File: src/rtl/lsu_pkg.sv
// Shared types and constants for the load/store unit.
//   state_t   : LSU control states
//   F3_*      : RV32I load/store size/sign codes
//   req_error : flags illegal funct3 or misaligned address for a request
package lsu_pkg;

    localparam int unsigned WORD_W = 32;

    typedef enum logic [2:0] {
        S_IDLE = 3'd0,
        S_RD   = 3'd1,
        S_DATA = 3'd2,
        S_WR   = 3'd3,
        S_RESP = 3'd4
    } state_t;

    localparam logic [2:0] F3_B  = 3'b000;
    localparam logic [2:0] F3_H  = 3'b001;
    localparam logic [2:0] F3_W  = 3'b010;
    localparam logic [2:0] F3_BU = 3'b100;
    localparam logic [2:0] F3_HU = 3'b101;

    // Stores only know B/H/W; loads add the unsigned B/H variants.
    function automatic logic req_error(input logic       we,
                                       input logic [2:0] funct3,
                                       input logic [1:0] addr_lo);
        logic illegal;
        logic misaligned;
        if (we) begin
            illegal = !(funct3 inside {F3_B, F3_H, F3_W});
        end else begin
            illegal = !(funct3 inside {F3_B, F3_H, F3_W, F3_BU, F3_HU});
        end
        misaligned = ((funct3[1:0] == 2'b01) && addr_lo[0]) ||
                     ((funct3[1:0] == 2'b10) && (addr_lo != 2'b00));
        return illegal || misaligned;
    endfunction

endpackage

File: src/rtl/lsu_align.sv
// Combinational byte-lane logic for the LSU (little-endian lanes).
//   funct3     : size/sign code of the held request
//   lane       : byte address bits [1:0]
//   rd_word    : word read from data memory
//   wdata      : right-aligned store data
//   load_data  : extracted and sign/zero-extended load result
//   store_word : rd_word with the addressed lane(s) replaced (wdata for SW)
module lsu_align
    import lsu_pkg::*;
(
    input  logic [2:0]        funct3,
    input  logic [1:0]        lane,
    input  logic [WORD_W-1:0] rd_word,
    input  logic [WORD_W-1:0] wdata,
    output logic [WORD_W-1:0] load_data,
    output logic [WORD_W-1:0] store_word
);

    logic [7:0]  byte_v;
    logic [15:0] half_v;

    // Load extraction and extension
    always_comb begin
        byte_v    = rd_word[{lane, 3'b000} +: 8];
        half_v    = lane[1] ? rd_word[31:16] : rd_word[15:0];
        load_data = rd_word;
        case (funct3)
            F3_B:    load_data = {{24{byte_v[7]}}, byte_v};
            F3_H:    load_data = {{16{half_v[15]}}, half_v};
            F3_BU:   load_data = {24'h0, byte_v};
            F3_HU:   load_data = {16'h0, half_v};
            default: load_data = rd_word;
        endcase
    end

    // Read-modify-write lane merge
    always_comb begin
        store_word = rd_word;
        case (funct3[1:0])
            2'b00:   store_word[{lane, 3'b000} +: 8]  = wdata[7:0];
            2'b01:   store_word[{lane[1], 4'b0000} +: 16] = wdata[15:0];
            default: store_word = wdata;
        endcase
    end

endmodule

File: src/rtl/lsu.sv
// Load/store unit: single outstanding request to a synchronous-read word memory.
// Sub-word stores are read-modify-write. Errors complete without memory access.
//   clk, rst_n              : clock, async active-low reset
//   req_valid/req_ready     : request handshake (ready only in IDLE)
//   req_we/funct3/addr/wdata: request payload
//   rsp_valid/rsp_rdata/err : one-cycle completion pulse with result
//   mem_addr/mem_wr_dat/en  : word-indexed memory interface
//   mem_rd_dat              : memory read word, one cycle after mem_addr
module lsu
    import lsu_pkg::*;
#(
    parameter int unsigned ADDR_W = 32,
    parameter int unsigned DATA_W = 32
) (
    input  logic              clk,
    input  logic              rst_n,
    input  logic              req_valid,
    output logic              req_ready,
    input  logic              req_we,
    input  logic [2:0]        req_funct3,
    input  logic [ADDR_W-1:0] req_addr,
    input  logic [DATA_W-1:0] req_wdata,
    output logic              rsp_valid,
    output logic [DATA_W-1:0] rsp_rdata,
    output logic              rsp_err,
    output logic [ADDR_W-1:0] mem_addr,
    output logic [DATA_W-1:0] mem_wr_dat,
    output logic              mem_wr_en,
    input  logic [DATA_W-1:0] mem_rd_dat
);

    state_t            state;
    state_t            state_n;
    logic              h_we;
    logic [2:0]        h_funct3;
    logic [1:0]        h_lane;
    logic [DATA_W-1:0] h_wdata;
    logic              h_err;

    logic              accept_c;
    logic              acc_err_c;
    logic              err_n_c;
    logic [DATA_W-1:0] load_data_c;
    logic [DATA_W-1:0] store_word_c;

    assign accept_c  = req_valid && (state == S_IDLE);
    assign acc_err_c = req_error(req_we, req_funct3, req_addr[1:0]);
    assign err_n_c   = accept_c ? acc_err_c : h_err;

    lsu_align u_align (
        .funct3     (h_funct3),
        .lane       (h_lane),
        .rd_word    (mem_rd_dat),
        .wdata      (h_wdata),
        .load_data  (load_data_c),
        .store_word (store_word_c)
    );

    // Next-state logic
    always_comb begin
        state_n = state;
        case (state)
            S_IDLE: begin
                if (req_valid) begin
                    if (acc_err_c)                state_n = S_RESP;
                    else if (!req_we)             state_n = S_RD;
                    else if (req_funct3 == F3_W)  state_n = S_WR;
                    else                          state_n = S_RD;
                end
            end
            S_RD:    state_n = S_DATA;
            S_DATA:  state_n = h_we ? S_WR : S_RESP;
            S_WR:    state_n = S_RESP;
            S_RESP:  state_n = S_IDLE;
            default: state_n = S_IDLE;
        endcase
    end

    // State, holding registers and registered outputs (decoded from next state)
    always_ff @(posedge clk or negedge rst_n) begin
        if (!rst_n) begin
            state      <= S_IDLE;
            req_ready  <= 1'b1;
            rsp_valid  <= 1'b0;
            rsp_err    <= 1'b0;
            rsp_rdata  <= '0;
            mem_wr_en  <= 1'b0;
            mem_addr   <= '0;
            mem_wr_dat <= '0;
            h_we       <= 1'b0;
            h_funct3   <= 3'b000;
            h_lane     <= 2'b00;
            h_wdata    <= '0;
            h_err      <= 1'b0;
        end else begin
            state     <= state_n;
            req_ready <= (state_n == S_IDLE);
            rsp_valid <= (state_n == S_RESP);
            rsp_err   <= (state_n == S_RESP) && err_n_c;
            mem_wr_en <= (state_n == S_WR);

            if (accept_c) begin
                h_we     <= req_we;
                h_funct3 <= req_funct3;
                h_lane   <= req_addr[1:0];
                h_wdata  <= req_wdata;
                h_err    <= acc_err_c;
                // Erroneous requests leave the memory port untouched
                if (!acc_err_c) begin
                    mem_addr <= ADDR_W'(req_addr >> 2);
                    if (req_we && (req_funct3 == F3_W)) begin
                        mem_wr_dat <= req_wdata;
                    end
                end
            end

            if (state == S_DATA && h_we) begin
                mem_wr_dat <= store_word_c;
            end

            if (state == S_DATA && !h_we) begin
                rsp_rdata <= load_data_c;
            end else if (state_n == S_RESP) begin
                rsp_rdata <= '0;
            end
        end
    end

endmodule

File: config.mk
export PLATFORM = sky130hd
export DESIGN_NAME = lsu
export DESIGN_NICKNAME = d
export VERILOG_FILES = /design/src/rtl/lsu_pkg.sv /design/src/rtl/lsu_align.sv /design/src/rtl/lsu.sv
export SDC_FILE = /design/constraint.sdc
export NUM_CORES = 1
export LEC_CHECK = 0
export BUFFER_PORTS_ARGS = -buffer_cell sky130_fd_sc_hd__buf_4
export CORE_MARGIN = 4
export CORE_UTILIZATION = 54
export CTS_BUF_LIST = sky130_fd_sc_hd__clkbuf_4 sky130_fd_sc_hd__clkbuf_8
export CTS_CLUSTER_SIZE = 16
export DETAILED_ROUTE_END_ITERATION = 8
export PLACE_DENSITY = 0.9
export SLEW_MARGIN = 20
export SYNTH_ARGS = -nofsm -noshare
export SYNTH_HDL_FRONTEND = slang
export SYNTH_SLANG_ARGS = --single-unit
File: constraint.sdc
create_clock -name clk -period 3 [get_ports clk]
set_clock_uncertainty 0.1 [all_clocks]
set_input_delay 0.3 -clock clk [delete_from_list [all_inputs] [get_ports clk]]
set_output_delay 0.3 -clock clk [all_outputs]
set_load 0.02 [all_outputs]
==> impl_metrics.py, run 1 <==
metrics = {
    "logic_synthesis": {
        "synth_top_area_share_pct": 50.4,
        "syn_area_um2": 6900,
        "synth_top_family_by_area": "compound AO/OA/AOI/OAI gates",
        "ys_types": 49,
        "synth-edff-count": 0,
        "synthSimpleGateAreaFrac_pct": 15.8,
        "netlist_top_cells_area": "dfrtp_1, nand2_1, mux2_2",
        "synth_cells": 677,
        "synth_xor_xnor_area_share_pct": 0,
        "yosys.area_share.adder_pct": 0.906,
        "yosysMostFrequentCell": "nand2_1",
        "muxShareOfSynthArea_pct": 7.83,
        "ys.flop_type": "dfrtp_1",
        "synth-seq-area-share_pct": 50.8,
        "synth_top_area_cell": "dfrtp_1",
        "yosysWarnings": 0,
        "ys_top_cells_by_count": "nand2_1, dfrtp_1, mux2_2",
        "synth-compound-area-share_pct": 20.4,
        "synthArstFlopShare_pct": 100,
        "synth-seq-cells": 140,
        "syn_area_per_cell_um2": 10.2,
    },
    "detailed_routing": {
        "vias": 7158,
        "viasPerCell": 6.37,
        "drtPass1Iterations": 6,
        "drc": 0,
        "wl_per_cell_um": 23.0,
        "totalWireLength_mm": 25.9,
        "drt_iter0_markers": 1048,
        "ant_nets": 0,
    },
    "floorplanning": {
        "fp.dieArea_um2": 14700,
        "die_h_um": 121,
        "io_pins": 203,
        "die-width_um": 121,
        "core_um2": 12600,
        "rows": 41,
        "start_util_pct": 54.9,
    },
    "timing": {
        "timing.fmax_ghz": 0.379,
        "finalMaxSlewViolations": 0,
        "setup_viol": 0,
        "period_needed_ns": 2.64,
        "setup-tns-final_ns": 0,
        "slew-limit-headroom_pct": 42.0,
        "hold_viol_final": 0,
        "finalCritPeriodShare_pct": 88.1,
        "tightest_slew_ns": 0.857,
        "grt_setup_unrepaired": "no",
    },
    "min_path": {
        "hold-path-endpoint": "rsp_rdata[21]",
        "hold_class": "primary input to flop",
        "hold_path_startpoint": "mem_rd_dat[21]",
        "min_path_cells": 2,
    },
    "placed_design": {
        "dp.cells": 1018,
        "dp_hpwl_mm": 15.9,
        "place_congestion": 0.918,
        "io_buffers": 200,
    },
    "cells_and_area": {
        "fillers": 740,
        "nets": 1046,
        "num_antenna_cells": 0,
        "stdcell_count": 1123,
        "syn2layout_area_growth_pct": 41.2,
        "drive_above_1_share_pct": 31.9,
    },
    "global_routing": {
        "grt_pass1_vias": 7174,
        "grt-ovfl-total": 0,
        "grt_max_degree": 65,
        "grt_pass1_wl_mm": 39.2,
        "grt_use_total_pct": 35.0,
        "grt_antenna_before_repair": 0,
    },
    "critical_path": {
        "critPathKind": "flop to flop",
        "r2r-end": "mem_wr_dat[1]",
        "crit_path_max_fanout": 38,
        "cp.arrival_ns": 2.92,
        "crit_required_ns": 3.28,
        "worstSetupEndpointType": "flop",
        "cp-start-kind": "flop",
        "worstRegToRegCells": 4,
        "r2r-start": "state[2]",
        "r2r_setup_slack_ns": 0.36,
    },
    "clocking": {
        "hold_buffers": 67,
        "clkLatencyLatePin_ns": 0.46,
        "cts-root-buf": "clkbuf_8",
        "cts_resized": 0,
        "clkTransAtPathRegs_ns": 0.10,
        "post-cts-setup-buffers": 0,
        "cts_htree_levels": 4,
        "cts_tree": "built",
        "clk_path_buf_depth": 2,
        "clock-sinks": 140,
        "numCtsBuffers": 17,
    },
    "outcome": {
        "outcome": "finished, final reports clean",
    },
    "run": {
        "max_cap_violations": 0,
    },
    "power": {
        "p_per_area_nw_per_um2": 1060,
        "max-vdd-ir-drop_mv": 0.655,
        "leakagePower_nw": 4.73,
    },
}
per-stage QoR:
step	worst slack, ns	area (um^2)	hold slack, ns	power (mW)	util (%)
6_report	0.358	9740	0.0101	10.4	77.5
3_5_place_dp	0.510	8580	0.140	8.35	68.3
4_1_cts	0.475	9680	0.00268	10.1	77.0
2_1_floorplan	0.506	6910	-0.0956	6.37	-
5_1_grt	0.243	9740	-0.0148	10.8	77.5
3_3_place_gp	0.419	8570	0.142	8.17	68.2
flip-flops by register name, indices dropped and copies added (netlist names):
name / cells
h_err: 1
h_funct3: 3
h_lane: 2
h_wdata: 32
h_we: 1
mem_addr: 30
mem_wr_dat: 32
mem_wr_en: 1
req_ready: 1
rsp_err: 1
rsp_rdata: 32
rsp_valid: 1
state: 3
worst max-delay path, stage by stage (launching register included):
cell and delay (ns):
dfrtp_1 0.49, or4b_4 0.84, a211oi_4 0.68, nand2_1 0.21
a31oi_1 0.21
area by class of cell:
cell class,count,area [um^2],area share [%]
multi-input combinational,469,3120,32.1
timing repair buffer,294,2410,24.7
sequential,140,3500,36.0
clock inverter,14,184,1.89
tap,172,215,2.21
inverter,16,60.1,0.616
clock buffer,18,248,2.54
layout by cell type, fill, tap and decap left out, types with 18 or more instances in the layout:
master         Yosys  final
a221o_1           33     33
dlygate4sd3_1      0     73
clkbuf_8           0     18
buf_4              2    219
a21oi_1           19     19
nand2_1          170    170
mux2_2            38     38
nor2_1            19     19
dfrtp_1          139    139
report_power, final:
| group | internal, mW | total (mW) | leakage (nW) | switching (mW) |
|---|---|---|---|---|
| combinational | 2.18 | 5.12 | 2.77 | 2.94 |
| clock | 0.862 | 1.68 | 0.216 | 0.813 |
| sequential | 2.78 | 3.56 | 1.74 | 0.781 |
| total | 5.82 | 10.4 | 4.73 | 4.53 |
layer usage:
metal | GRT usage [%] | part of all wire, %
met5 | 0 | 0
met3 | 9.32 | 10
met1 | 41.9 | 35
met2 | 58.3 | 49
met4 | 17.7 | 5.9
cell families (layout without fill, tap and decap cells):
kind of cell | count (synthesis) | after routing
adder cells (fa/ha/maj) | 5 | 5
multiplexers | 48 | 48
AND/OR/NAND/NOR | 243 | 243
flip-flops | 140 | 140
other | 1 | 2
buffers and inverters | 69 | 342
AO/OA/AOI/OAI | 171 | 171
worst max-delay path by stage:
stage	start	to	slack (ns)	cells after the start
finish	state[2]	mem_wr_dat[1]	0.36	4
global route	state[2]	mem_wr_dat[0]	0.24	4
CTS	state[2]	mem_wr_dat[17]	0.47	4
detailed placement	state[2]	mem_wr_dat[19]	0.51	4
global placement	h_lane[1]	mem_wr_dat[30]	0.42	6
floorplan	h_lane[1]	mem_wr_dat[23]	0.51	8
No activity file was read; power rests on OpenSTA's default activity.
==> run 2: changes to the inputs <==
==> constraint.sdc (replaced) <==
create_clock -name clk -period 2.5 [get_ports clk]
set_clock_uncertainty 0.1 [all_clocks]
set_input_delay 0.25 -clock clk [delete_from_list [all_inputs] [get_ports clk]]
set_output_delay 0.25 -clock clk [all_outputs]
set_load 0.02 [all_outputs]
==> run 2 against run 1 <==
  * Non-clock buffer count grew 27
  * Flip-flop and latch count unchanged
  * Count of clock-buffer cells in the layout stayed put
==> impl_metrics.py, run 2 (synthesized netlist as in run 1, its figures left out) <==
metrics = {
    "outcome": {
        "outcome": "finished, final reports clean",
    },
    "critical_path": {
        "worstRegToRegCells": 5,
        "slowest_delay_ns": 0.64,
        "startpoint": "h_lane[0]",
        "cp.arrival_ns": 2.63,
        "r2r-start": "h_lane[0]",
        "cp_top_family": "compound AO/OA/AOI/OAI gates",
        "cp_num_buf_inv": 1,
        "r2r-end": "mem_wr_dat[1]",
        "r2r_setup_slack_ns": 0.15,
        "worstSetupEndpointType": "flop",
        "slowest_stage": "o221ai_1",
        "crit_path_max_fanout": 10,
        "crit_required_ns": 2.78,
        "crit_chain": "inv_1 > ha_1 > o221ai_1 > a221oi_1 > a31oi_1",
        "critPathKind": "flop to flop",
        "cp-start-kind": "flop",
    },
    "cells_and_area": {
        "layout_common_cells": "buf_4, nand2_1, dfrtp_1",
        "final_common_cell": "buf_4",
        "syn2layout_area_growth_pct": 44.0,
        "stdcell_count": 1150,
        "fillers": 751,
        "multi_input_area_um2": 3120,
        "nets": 1073,
        "largest_registers": "h_wdata x32, mem_wr_dat x32, rsp_rdata x32",
        "seq_area_um2": 3500,
        "drive_above_1_share_pct": 32.0,
        "num_antenna_cells": 0,
        "final_area_um2": 9940,
    },
    "power": {
        "p_per_area_nw_per_um2": 1240,
        "leakagePower_nw": 4.83,
        "totalPowerFinal_mw": 12.4,
        "max-vdd-ir-drop_mv": 0.764,
    },
    "run": {
        "max_cap_violations": 0,
    },
    "clocking": {
        "hold_buffers": 89,
        "clkLatencyLatePin_ns": 0.47,
        "post-cts-setup-buffers": 0,
        "cts_tree": "built",
        "clock-sinks": 140,
        "clkTransAtPathRegs_ns": 0.09,
        "cts_resized": 0,
        "cts-root-buf": "clkbuf_8",
        "clk_path_buf_depth": 2,
        "numCtsBuffers": 17,
        "cts_htree_levels": 4,
    },
    "min_path": {
        "min_path_cells": 3,
        "hold_class": "primary input to flop",
        "hold-path-endpoint": "rsp_rdata[1]",
        "hold_path_startpoint": "mem_rd_dat[1]",
    },
    "floorplanning": {
        "fp.dieArea_um2": 14700,
        "core_um2": 12600,
        "die_h_um": 121,
        "io_pins": 203,
        "die-width_um": 121,
        "start_util_pct": 54.9,
        "rows": 41,
    },
    "detailed_routing": {
        "totalWireLength_mm": 26.0,
        "ant_nets": 0,
        "wl_per_cell_um": 22.6,
        "viasPerCell": 6.26,
        "vias": 7194,
        "drt_iter0_markers": 1098,
        "drc": 0,
        "drtPass1Iterations": 6,
    },
    "placed_design": {
        "io_buffers": 200,
        "dp.cells": 1029,
        "place_congestion": 0.955,
        "dpl_cell_area_um2": 8670,
        "dp_hpwl_mm": 16.0,
    },
    "timing": {
        "setup_viol": 0,
        "setup-tns-final_ns": 0,
        "timing.fmax_ghz": 0.426,
        "finalCritPeriodShare_pct": 94.0,
        "whs_ns": 0.00501,
        "hold_viol_final": 0,
        "tightest_slew_ns": 0.776,
        "finalMaxSlewViolations": 0,
        "slew-limit-headroom_pct": 48.3,
        "period_needed_ns": 2.35,
        "grt_setup_unrepaired": "no",
    },
    "global_routing": {
        "grt-ovfl-total": 0,
        "grt_max_degree": 61,
        "grt_use_total_pct": 36.1,
        "grt_pass1_vias": 7521,
        "grt_antenna_before_repair": 0,
        "grt_pass1_wl_mm": 40.6,
    },
}
-- run 2: through the flow --
stage / setup slack (ns) / utilization (%)
final: 0.150 / 79.1
after global routing: 0.00627 / 79.1
after CTS: 0.206 / 79.1
after detailed placement: 0.279 / 69.0
after global placement: 0.337 / 69.0
after floorplan: 0.00572 / -
-- run 2: cell type report --
type	count	share of cell area, %
clock buffers	18	2.43
clock inverters	14	1.40
inverters	16	0.604
multi-input cells	469	31.4
flip-flops and latches	140	35.3
well taps	172	2.17
repair buffers	321	26.8
-- run 2: how the worst max path moves through the flow --
stage          cells after the start  slack, ns              to
2_1_floorplan                      8      0.006  mem_wr_dat[23]
3_3_place_gp                       6       0.34  mem_wr_dat[13]
3_5_place_dp                       6       0.28  mem_wr_dat[12]
4_1_cts                            6       0.21  mem_wr_dat[19]
5_1_grt                            5      0.006   mem_wr_dat[0]
6_report                           5       0.15   mem_wr_dat[1]
-- run 2: power breakdown --
part | total, mW | internal (mW) | leakage, nW | switching [mW]
Sequential | 4.31 | 3.33 | 1.74 | 0.979
Combinational | 6.23 | 2.71 | 2.90 | 3.52
Clock | 1.82 | 0.818 | 0.191 | 1.00
-- run 2: per-layer routing --
layer / vias up / part of all wire [%] / global-route usage (%)
li1: 3035 / - / -
met1: 3450 / 35 / 41.7
met2: 562 / 49 / 60.9
met3: 147 / 10 / 10.6
met4: 0 / 5.9 / 18.6
met5: - / 0 / 0
-- run 2: worst min-delay path, cell delays in order --
cell       delay (ns)
buf_4            0.10
nor2_1           0.05
o2bb2ai_1        0.13
==> run 3: changes to the inputs <==
--- a/config.mk
+++ b/config.mk
@@ -5,9 +5,10 @@
 export SDC_FILE = /design/constraint.sdc
 export NUM_CORES = 1
 export LEC_CHECK = 0
+export ABC_AREA = 1
 export BUFFER_PORTS_ARGS = -buffer_cell sky130_fd_sc_hd__buf_4
 export CORE_MARGIN = 4
-export CORE_UTILIZATION = 54
+export CORE_UTILIZATION = 55
 export CTS_BUF_LIST = sky130_fd_sc_hd__clkbuf_4 sky130_fd_sc_hd__clkbuf_8
 export CTS_CLUSTER_SIZE = 16
 export DETAILED_ROUTE_END_ITERATION = 8
==> run 3 against run 2 <==
  * Maximum frequency is 1.3% higher
  * Routed wire length is 4.1% higher
  * Combinational power is 4.0% higher
  * Via count is 18% higher
  * Total power is 4.2% higher
  * Register-to-register slack better by 0.03 ns
  * Flip-flop and latch count stayed put
  * Core utilization is 1.3 points lower
  * Critical endpoint is now mem_wr_dat[3]
  * Worst hold slack better by 0.014 ns
==> impl_metrics.py, run 3 <==
metrics = {
    "outcome": {
        "outcome": "finished, final reports clean",
    },
    "placed_design": {
        "io_buffers": 200,
        "dp_hpwl_mm": 17.2,
        "dp_slack_ns": 0.364,
        "place_congestion": 0.977,
        "dpl_cell_area_um2": 9090,
        "dp.cells": 1357,
    },
    "critical_path": {
        "slowest_stage": "dfrtp_1",
        "critPathKind": "flop to flop",
        "crit_path_max_fanout": 10,
        "slowest_delay_ns": 0.38,
        "path_common_cell": "o21ai_0",
        "crit_required_ns": 2.76,
        "r2r-end": "mem_wr_dat[3]",
        "crit_chain": "inv_1 > ha_1 > inv_2 > nand2_1 > o21ai_0 > nand2_1 > nand3_1 > o21ai_0 > o21ai_0",
        "cp-start-kind": "flop",
        "worstSetupEndpointType": "flop",
        "cp.arrival_ns": 2.58,
        "crit_end": "mem_wr_dat[3]",
        "r2r_setup_slack_ns": 0.18,
        "r2r-start": "h_lane[0]",
        "startpoint": "h_lane[0]",
        "worstRegToRegCells": 9,
    },
    "floorplanning": {
        "die_h_um": 125,
        "start_util_pct": 56.6,
        "rows": 42,
        "core_um2": 13300,
        "fp.dieArea_um2": 15700,
        "io_pins": 203,
        "die-width_um": 125,
    },
    "clocking": {
        "clkTransAtPathRegs_ns": 0.09,
        "numCtsBuffers": 17,
        "clk_path_buf_depth": 2,
        "clkLatencyLatePin_ns": 0.47,
        "cts_tree": "built",
        "clock-sinks": 140,
        "cts_htree_levels": 4,
        "cts-root-buf": "clkbuf_8",
    },
    "logic_synthesis": {
        "synth_top_area_cell": "dfrtp_1",
        "synth-seq-cells": 140,
        "muxShareOfSynthArea_pct": 0,
        "synth_top_family_by_area": "simple AND/OR/NAND/NOR gates",
        "ys.flop_type": "dfrtp_1",
        "yosysWarnings": 0,
        "ys_types": 28,
        "yosys.area_share.adder_pct": 0.828,
        "syn_area_per_cell_um2": 7.39,
        "synth_xor_xnor_area_share_pct": 0,
        "netlist_top_cells_area": "dfrtp_1, nand2_1, o21ai_0",
        "synthSimpleGateAreaFrac_pct": 27.0,
        "synthArstFlopShare_pct": 100,
        "synth_top_area_share_pct": 46.0,
        "synth-compound-area-share_pct": 18.0,
        "synth-seq-area-share_pct": 46.4,
        "synth-edff-count": 0,
        "synth_cells": 1023,
        "yosysMostFrequentCell": "nand2_1",
        "ys_top_cells_by_count": "nand2_1, dfrtp_1, o21ai_0",
        "syn_area_um2": 7560,
    },
    "detailed_routing": {
        "wl_per_cell_um": 18.4,
        "viasPerCell": 5.75,
        "totalWireLength_mm": 27.1,
        "drt_iter0_markers": 1096,
        "drc": 0,
        "vias": 8470,
        "ant_nets": 0,
        "drtPass1Iterations": 7,
    },
    "power": {
        "totalPowerFinal_mw": 12.9,
        "comb_power_share_pct": 50.3,
        "clkPwrFrac_pct": 17.1,
        "leakagePower_nw": 5.28,
        "p_switching_mw": 6.03,
        "p_per_area_nw_per_um2": 1240,
        "pwr-share-seq_pct": 32.6,
        "max-vdd-ir-drop_mv": 0.846,
        "p_int_mw": 6.85,
        "swShare_pct": 46.8,
    },
    "min_path": {
        "hold_class": "primary input to flop",
    },
    "timing": {
        "slew-limit-headroom_pct": 63.1,
        "timing.fmax_ghz": 0.431,
        "setup-tns-final_ns": 0,
        "finalMaxSlewViolations": 0,
        "period_needed_ns": 2.32,
        "grt_setup_unrepaired": "no",
        "fin_ws_ns": 0.180,
        "setup_viol": 0,
        "hold_viol_final": 0,
        "finalCritPeriodShare_pct": 92.8,
        "tightest_slew_ns": 0.554,
    },
    "cells_and_area": {
        "largest_registers": "h_wdata x32, mem_wr_dat x32, rsp_rdata x32",
        "multi_input_area_um2": 3470,
        "final_common_cell": "nand2_1",
        "stdcell_count": 1472,
        "syn2layout_area_growth_pct": 37.4,
        "layout_common_cells": "nand2_1, buf_4, dfrtp_1",
        "nets": 1389,
        "seq_area_um2": 3500,
        "drive_above_1_share_pct": 21.3,
        "fillers": 966,
        "final_area_um2": 10400,
    },
    "global_routing": {
        "grtUsageMet1_pct": 46.7,
        "grt_antenna_before_repair": 1,
        "grt_pass1_vias": 8122,
        "gr-usage-met3_pct": 7.76,
        "grt-ovfl-total": 0,
        "grt_use_total_pct": 34.1,
        "grt_util_met2_pct": 51.9,
        "grt_max_degree": 55,
        "grt_pass1_wl_mm": 42.8,
        "busiest_layer": "met2",
    },
    "run": {
        "max_cap_violations": 0,
    },
}
run 3: cell types whose count changed in the layout (fill, tap and decap cells not counted), moves of 16 or more:
cell	previous run	this run
nand2_1	170	378
o21ai_0	5	138
a21oi_1	19	74
nand3_1	1	48
mux2_2	38	0
a221o_1	33	0
inv_1	16	49
nor2_1	19	46
o211ai_1	0	19
o21ai_1	0	18
a221oi_1	17	0
o22ai_1	16	0
run 3: layout make-up:
cell class | instances | share of cell area [%]
Sequential cell | 140 | 33.8
Multi-Input combinational cell | 763 | 33.4
Timing Repair Buffer | 300 | 23.9
Clock buffer | 19 | 2.52
Inverter | 59 | 2.18
Tap cell | 176 | 2.12
Clock inverter | 13 | 2.04
Antenna cell | 2 | 0.0482
run 3: cell families after synthesis:
kind of cell	count (synthesis)
other cells	1
simple gates	498
buf+inv	121
compound gates	258
fa+ha+maj	5
flops	140
run 3: routing by layer:
metal / wire (um) / part of all wire, %
met1: 10500 / 39
met2: 12200 / 45
met3: 3080 / 11
met4: 1330 / 4.9
met5: 0 / 0
run 3: timing repair:
action,CTS,global route
hold buffers,81,0
endpoints found under the setup margin,0,1
gates resized for setup,0,1
hold endpoints to repair,146,0
setup buffers,0,0
run 3: metrics by stage:
stage / utilization (%) / hold slack (ns)
3_5_place_dp: 68.1 / 0.131
3_3_place_gp: 68.1 / 0.129
4_1_cts: 77.7 / 0.000218
2_1_floorplan: - / -0.146
6_report: 77.8 / 0.0188
5_1_grt: 77.8 / 0.0162
run 3: how the worst min path moves through the flow:
stage,start,endpoint,slack (ns),depth (start not counted)
final,mem_rd_dat[3],rsp_rdata[3],0.02,3
after global placement,rst_n,mem_addr[12],0.13,1
after floorplan,rst_n,h_err,-0.15,0
after global routing,mem_rd_dat[21],rsp_rdata[21],0.02,3
after CTS,mem_rd_dat[16],rsp_rdata[16],0.0002,3
after detailed placement,rst_n,mem_addr[12],0.13,1
run 3: critical path, delay by kind of cell, from the launching register on:
kind                     cells  cell delay, ns
buffers and inverters        2            0.35
adder cells (fa/ha/maj)      1            0.38
flip-flops                   1            0.38
AO/OA/AOI/OAI                3            0.62
AND/OR/NAND/NOR              3            0.38
run 3: power by group through the flow:
stage	combinational (mW)	sequential (mW)	clock, mW
2_1_floorplan	3.13	4.89	0
3_3_place_gp	6.06	4.10	0
3_5_place_dp	6.17	4.13	0
4_1_cts	6.32	4.11	2.20
5_1_grt	7.04	4.29	2.29
6_report	6.48	4.19	2.20
